File: config.mk
export PLATFORM = sky130hd
export DESIGN_NAME = instr_queue_flat
export DESIGN_NICKNAME = d
export VERILOG_FILES = /design/src/rtl/instr_queue_pkg.sv /design/src/rtl/instr_queue_if.sv /design/src/rtl/instr_queue.sv /design/src/flat_wrapper.sv
export SDC_FILE = /design/constraint.sdc
export NUM_CORES = 1
export LEC_CHECK = 0
export ABC_AREA = 1
export CORE_UTILIZATION = 48
export CTS_BUF_LIST = sky130_fd_sc_hd__clkbuf_16
export DETAILED_ROUTE_END_ITERATION = 10
export PLACE_DENSITY_LB_ADDON = 0.05
export SETUP_SLACK_MARGIN = 0.02
export SLEW_MARGIN = 0
export SYNTH_ARGS = -nofsm -noshare
export SYNTH_HDL_FRONTEND = slang
export SYNTH_SLANG_ARGS = --single-unit
File: constraint.sdc
create_clock -name clk -period 2.17 [get_ports clk]
set_input_delay 0.434 -clock clk [delete_from_list [all_inputs] [get_ports clk]]
set_output_delay 0.434 -clock clk [all_outputs]
set_load 0.05 [all_outputs]
File: src/rtl/instr_queue_pkg.sv
// Shared constants and field helpers for the instruction prefetch queue
// and the sequencer decoder that consumes its output.
package instr_queue_pkg;

    localparam int              DATA_W_DEF      = 8;
    localparam int              OPCODE_W_DEF    = 4;
    localparam int              DEPTH_DEF       = 4;
    localparam logic [3:0]      HALT_OPCODE_DEF = 4'hF;

    // Pointer/count width: one extra bit beyond the index carries the wrap flag.
    function automatic int cnt_w(input int depth);
        return $clog2(depth) + 1;
    endfunction

    // Upper field of a default-width instruction word.
    function automatic logic [OPCODE_W_DEF-1:0] opcode_of(input logic [DATA_W_DEF-1:0] word);
        return word[DATA_W_DEF-1 -: OPCODE_W_DEF];
    endfunction

    // Lower field of a default-width instruction word.
    function automatic logic [DATA_W_DEF-OPCODE_W_DEF-1:0] operand_of(input logic [DATA_W_DEF-1:0] word);
        return word[DATA_W_DEF-OPCODE_W_DEF-1:0];
    endfunction

endpackage

File: src/rtl/instr_queue_if.sv
// Memory-side push bus plus sequencer-side issue handshake of the
// instruction queue. master = memory/sequencer side, slave = the queue.
interface instr_queue_if
    import instr_queue_pkg::*;
#(
    parameter int DATA_W   = DATA_W_DEF,
    parameter int OPCODE_W = OPCODE_W_DEF,
    parameter int DEPTH    = DEPTH_DEF
);
    localparam int CNT_W = cnt_w(DEPTH);

    logic                       load;
    logic [DATA_W-1:0]          load_data;
    logic                       full;
    logic                       issue_valid;
    logic                       issue_ready;
    logic [OPCODE_W-1:0]        opcode;
    logic [DATA_W-OPCODE_W-1:0] operand;
    logic [CNT_W-1:0]           count;
    logic                       flush;
    logic                       overflow;
    logic                       halted;

    modport master (
        output load, load_data, issue_ready, flush,
        input  full, issue_valid, opcode, operand, count, overflow, halted
    );

    modport slave (
        input  load, load_data, issue_ready, flush,
        output full, issue_valid, opcode, operand, count, overflow, halted
    );

endinterface

File: src/rtl/instr_queue.sv
// First-word-fall-through instruction prefetch queue. The head word is
// presented split into opcode/operand with a valid/ready issue handshake;
// flush discards everything for jumps.
// Optional feature: define INSTR_QUEUE_HALT_EN to stop issuing after a
// HALT_OPCODE instruction has been popped (cleared by flush or reset).
module instr_queue
    import instr_queue_pkg::*;
#(
    parameter int                  DATA_W      = DATA_W_DEF,
    parameter int                  OPCODE_W    = OPCODE_W_DEF,
    parameter int                  DEPTH       = DEPTH_DEF,
    parameter logic [OPCODE_W-1:0] HALT_OPCODE = HALT_OPCODE_DEF
)(
    input  logic          clk,
    input  logic          rst_n,
    instr_queue_if.slave  bus
);
    localparam int AW = $clog2(DEPTH);
    localparam int CW = cnt_w(DEPTH);

    // Storage is deliberately not reset; only pointers and flags are.
    logic [DATA_W-1:0] r_mem [DEPTH];

    logic [CW-1:0]     r_wr_ptr;
    logic [CW-1:0]     r_rd_ptr;
    logic [CW-1:0]     r_count;
    logic              r_full;
    logic              r_overflow;

    logic              w_empty;
    logic              w_valid;
    logic              w_pop;
    logic              w_push;
    logic              w_drop;
    logic              w_halted;
    logic [DATA_W-1:0] w_head;
    logic [CW-1:0]     w_wr_next;
    logic [CW-1:0]     w_rd_next;
    logic [CW-1:0]     w_count_next;
    logic              w_full_next;

    assign w_empty = (r_wr_ptr == r_rd_ptr);
    assign w_valid = !w_empty && !w_halted;
    assign w_pop   = w_valid && bus.issue_ready;
    // A full queue still accepts a word when the head leaves in the same cycle.
    assign w_push  = bus.load && (!r_full || w_pop);
    assign w_drop  = bus.load && r_full && !w_pop;
    assign w_head  = r_mem[r_rd_ptr[AW-1:0]];

    assign w_wr_next    = r_wr_ptr + CW'(w_push);
    assign w_rd_next    = r_rd_ptr + CW'(w_pop);
    assign w_count_next = w_wr_next - w_rd_next;
    assign w_full_next  = (w_wr_next[CW-1] != w_rd_next[CW-1]) &&
                          (w_wr_next[AW-1:0] == w_rd_next[AW-1:0]);

    // Pointer, occupancy and sticky-overflow registers; flush beats load/pop.
    always_ff @(posedge clk or negedge rst_n) begin
        if (!rst_n) begin
            r_wr_ptr   <= '0;
            r_rd_ptr   <= '0;
            r_count    <= '0;
            r_full     <= 1'b0;
            r_overflow <= 1'b0;
        end else if (bus.flush) begin
            r_wr_ptr   <= '0;
            r_rd_ptr   <= '0;
            r_count    <= '0;
            r_full     <= 1'b0;
            r_overflow <= 1'b0;
        end else begin
            r_wr_ptr <= w_wr_next;
            r_rd_ptr <= w_rd_next;
            r_count  <= w_count_next;
            r_full   <= w_full_next;
            if (w_drop) begin
                r_overflow <= 1'b1;
            end
        end
    end

    // Write the incoming word at the tail slot when it is accepted.
    always_ff @(posedge clk) begin
        if (w_push && !bus.flush) begin
            r_mem[r_wr_ptr[AW-1:0]] <= bus.load_data;
        end
    end

`ifdef INSTR_QUEUE_HALT_EN
    logic r_halted;

    // Latch halt when the halt instruction is handed to the sequencer.
    always_ff @(posedge clk or negedge rst_n) begin
        if (!rst_n) begin
            r_halted <= 1'b0;
        end else if (bus.flush) begin
            r_halted <= 1'b0;
        end else if (w_pop && (w_head[DATA_W-1 -: OPCODE_W] == HALT_OPCODE)) begin
            r_halted <= 1'b1;
        end
    end

    assign w_halted = r_halted;
`else
    logic w_unused_halt;
    assign w_unused_halt = ^HALT_OPCODE;
    assign w_halted      = 1'b0;
`endif

    assign bus.full        = r_full;
    assign bus.count       = r_count;
    assign bus.overflow    = r_overflow;
    assign bus.halted      = w_halted;
    assign bus.issue_valid = w_valid;
    assign bus.opcode      = w_valid ? w_head[DATA_W-1 -: OPCODE_W] : '0;
    assign bus.operand     = w_valid ? w_head[DATA_W-OPCODE_W-1:0]  : '0;

endmodule

File: src/flat_wrapper.sv
// flat-port wrapper written by rule: the top's interface ports become plain ports
module instr_queue_flat import instr_queue_pkg::*;
#(
    parameter int                  DATA_W      = DATA_W_DEF,
    parameter int                  OPCODE_W    = OPCODE_W_DEF,
    parameter int                  DEPTH       = DEPTH_DEF,
    parameter logic [OPCODE_W-1:0] HALT_OPCODE = HALT_OPCODE_DEF
)
  (clk, rst_n, bus_load, bus_load_data, bus_issue_ready, bus_flush, bus_full, bus_issue_valid, bus_opcode, bus_operand, bus_count, bus_overflow, bus_halted);
  instr_queue_if #(.DATA_W(DATA_W), .OPCODE_W(OPCODE_W), .DEPTH(DEPTH)) bus_i ();
  input  logic clk;
  input  logic rst_n;
  input wire logic [$bits(bus_i.load)-1:0] bus_load;
  input wire logic [$bits(bus_i.load_data)-1:0] bus_load_data;
  input wire logic [$bits(bus_i.issue_ready)-1:0] bus_issue_ready;
  input wire logic [$bits(bus_i.flush)-1:0] bus_flush;
  output wire logic [$bits(bus_i.full)-1:0] bus_full;
  output wire logic [$bits(bus_i.issue_valid)-1:0] bus_issue_valid;
  output wire logic [$bits(bus_i.opcode)-1:0] bus_opcode;
  output wire logic [$bits(bus_i.operand)-1:0] bus_operand;
  output wire logic [$bits(bus_i.count)-1:0] bus_count;
  output wire logic [$bits(bus_i.overflow)-1:0] bus_overflow;
  output wire logic [$bits(bus_i.halted)-1:0] bus_halted;
  assign bus_i.load = bus_load;
  assign bus_i.load_data = bus_load_data;
  assign bus_i.issue_ready = bus_issue_ready;
  assign bus_i.flush = bus_flush;
  assign bus_full = bus_i.full;
  assign bus_issue_valid = bus_i.issue_valid;
  assign bus_opcode = bus_i.opcode;
  assign bus_operand = bus_i.operand;
  assign bus_count = bus_i.count;
  assign bus_overflow = bus_i.overflow;
  assign bus_halted = bus_i.halted;
  instr_queue #(.DATA_W(DATA_W), .OPCODE_W(OPCODE_W), .DEPTH(DEPTH), .HALT_OPCODE(HALT_OPCODE)) u_core (.clk(clk), .rst_n(rst_n), .bus(bus_i));
endmodule
==> flow_metrics.env <==
export IMPL_status="completed"
export IMPL_placedCellCount=257
export IMPL_dpl_hpwl_um=2705
export IMPL_tns_ns=0
export IMPL_grt_first_pass_wirelength_um=6030
export IMPL_crit_family="adder cells"
export IMPL_final_cell_count_no_fill=271
export IMPL_arrival_ns=2.32
export IMPL_avgSynthCellArea_um2=11.43
export IMPL_start_util_pct=50.97
export IMPL_h_tree_depth=2
export IMPL_tightest_slew_ns=0.5161
export IMPL_cts_tree="done"
export IMPL_wl_per_cell_um=14.72
export IMPL_min_period_over_period_pct=97.24
export IMPL_final_nets=242
export IMPL_synth_top_cell_area_share_pct=50.36
export IMPL_r2r_setup_slack_ns=0.06
export IMPL_netlist_instances=167
export IMPL_peakVddDrop_v=0.0007401
export IMPL_cts_root_buf="clkbuf_16"
export IMPL_synth_seq_area_share_pct=64.79
export IMPL_fin_skew_ns=0.002759
export IMPL_area_growth_pct=44.92
export IMPL_pwr_density_cell_nw_per_um2=1020
export IMPL_synth_cell_area_um2=1908
export IMPL_drv_cap=0
export IMPL_fmax_mhz=473.9
export IMPL_cts_sinks=43
export IMPL_max_stage_delay_ns=0.51
export IMPL_holdCritPathClass="in2async"
export IMPL_crit_chain="inv_2, nand2_4, nand2_2, nand3_4, nand2_4, a21boi_2, ha_1, inv_2, ha_4, inv_1, fa_2, inv_1, nor2_1"
export IMPL_cp_required_ns=2.38
export IMPL_setup_viol=0
export IMPL_vias_per_cell=4.886
export IMPL_grt_ovfl_total=0
export IMPL_clk_latency_ns=0.28
export IMPL_design_die_area_um2=4232
export IMPL_grt_max_degree=17
export IMPL_grt_usage_pct=20.40
export IMPL_grt_pass1_vias=1279
export IMPL_crit_path_end_kind="register"
export IMPL_antenna_found_initial=0
export IMPL_worstSetupStartpointType="register"
export IMPL_drt_iter0_markers=31
export IMPL_pre_cts_ws_ns=-0.1493
export IMPL_gp_congestion=0.8328
export IMPL_placed_area_um2=2484
export IMPL_synth_area_leaders="edfxtp_1 50%, dfrtp_1 14%, nor2_1 9.4%, o21ai_0 4.2%, ha_1 3.9%"
export IMPL_port_buffers=26
export IMPL_timing_worst_setup_path_type="reg2reg"
export IMPL_numCtsBuffers=5
export IMPL_synth_seq_cells=43
export IMPL_chipHeight_um=65.05
export IMPL_design_area_um2=2765
export IMPL_routed_wl_um=3990
export IMPL_die_w_um=65.05
export IMPL_syn_nets=187
export IMPL_ios=28
export IMPL_finalPower_mw=2.819
export IMPL_crit_buf_inv=4
export IMPL_path_max_fanout=3
export IMPL_drcViolationCount=0
export IMPL_ant_nets=0
export IMPL_synth_cell_types=24
export IMPL_core_rowCount=22
export IMPL_coreArea_um2=3744
export IMPL_drv_slew=0
export IMPL_drt_pass1_iterations=4
export IMPL_path_clk_slew_ns=0.05
export IMPL_synth_warnings=0
export IMPL_fin_ws_ns=0.05989
export IMPL_slowest_stage="fa_2"
export IMPL_vias=1324
export IMPL_drive_gt1_share_pct=33.63
export IMPL_p_leak_nw=1.116
export IMPL_hold_violations=0
export IMPL_post_synth_top_area_cell="edfxtp_1"
export IMPL_cts_buffer_depth=2
export IMPL_antennaDiodeCount=0
export IMPL_fin_crit_ns=2.110
export IMPL_relSlewSlack_pct=65.48
path summary, 6_finish.rpt:
check | from | to | cells after the start
worst max register to register | u_core.r_wr_ptr[0] | u_core.bus.count[1] | 13
worst min register to register | u_core.bus.overflow | u_core.bus.overflow | 2
worst min-delay path | rst_n | u_core.bus.count[0] | 1
worst max-delay path | u_core.r_wr_ptr[0] | u_core.bus.count[1] | 13
max in group asynchronous | rst_n | u_core.r_rd_ptr[0] | 1
min in group clk | u_core.bus.overflow | u_core.bus.overflow | 2
Yosys cell counts, drive strengths merged:
cell and instances:
ha 6, clkbuf 2, dfrtp 11, nand2 15, a21boi 1, buf 4, edfxtp 32, nand3 3
fa 1, conb 1, inv 14, a21oi 9, o21ai 16, xnor2 4, nor2 48
per-layer routing:
metal | part of all wire (%) | track usage (%)
met4 | 0.90 | 4.891
met1 | 41 | 22.80
met3 | 4.0 | 6.514
met5 | 0 | 0
met2 | 54 | 37.37
kinds of logic (layout without fill, tap and decap cells):
kind of cell,count (synthesis),count (layout),share of synthesized area (%)
AND/OR/NAND/NOR,66,66,15.67
flip-flops,43,43,64.79
AO/OA/AOI/OAI,26,26,6.951
buffers and inverters,20,76,5.573
adder cells (fa/ha/maj),7,7,4.984
XOR/XNOR,4,4,1.836
other,1,1,0.1965
state kept, by name, indices dropped and copies added, names as in the netlist:
| name | cells |
|---|---|
| u_core.bus.count | 3 |
| u_core.bus.full | 1 |
| u_core.bus.overflow | 1 |
| u_core.r_mem | 32 |
| u_core.r_rd_ptr | 3 |
| u_core.r_wr_ptr | 3 |
final cells by class:
cell class              count  area [µm²]
repair buffers             54       573.1
flip-flops and latches     43        1240
clock inverters             3       37.54
clock buffers               5       125.1
inverters                  14       62.56
fillers                   253       978.4
multi-input cells         104       666.9
well taps                  48       60.06
worst reg2reg max path, stage by stage (launching register included):
cell      delay (ns)
dfrtp_1         0.42
inv_2           0.10
nand2_4         0.05
nand2_2         0.07
nand3_4         0.09
nand2_4         0.09
a21boi_2        0.05
ha_1            0.28
inv_2           0.08
ha_4            0.12
inv_1           0.04
fa_2            0.51
inv_1           0.03
nor2_1          0.11
cells in the final DEF (no fill, tap or decap):
cell type,n
nand2_2,3
nand3_4,1
inv_8,1
bufinv_16,1
dfrtp_1,8
a21oi_4,1
a21oi_2,7
conb_1,1
edfxtp_1,32
ha_1,2
a21oi_1,1
dfrtp_2,3
nand2_4,3
xnor2_1,3
nor2_1,48
inv_2,4
buf_12,10
nand3_1,1
nand2_1,9
fa_2,1
o21ai_0,16
nand3_2,1
ha_4,4
buf_4,27
a21boi_2,1
xnor2_2,1
inv_4,1
inv_1,10
clkbuf_16,5
clkdlybuf4s50_1,17
what timing repair did:
item	4_1_cts	5_1_grt
endpoints found under the hold margin	0	0
hold buffers	0	0
resized for setup	5	13
endpoints found under the setup margin	6	11
pin swaps	1	7
buffers inserted	1	5
gates cloned	0	0
power breakdown:
| group | leakage, nW | internal, mW | switching (mW) |
|---|---|---|---|
| combinational | 0.594 | 0.467 | 0.591 |
| sequential | 0.435 | 0.931 | 0.0243 |
| clock | 0.0864 | 0.533 | 0.273 |
through the flow:
stage               hold WS [ns]  utilization, %
global route              0.5280           73.86
floorplan                 0.1384               -
CTS                       0.5004           71.42
detailed placement        0.4913           66.34
global placement          0.4875           66.34
finish                    0.4969           73.86
Note: power is estimated with default switching activity, not from simulation.
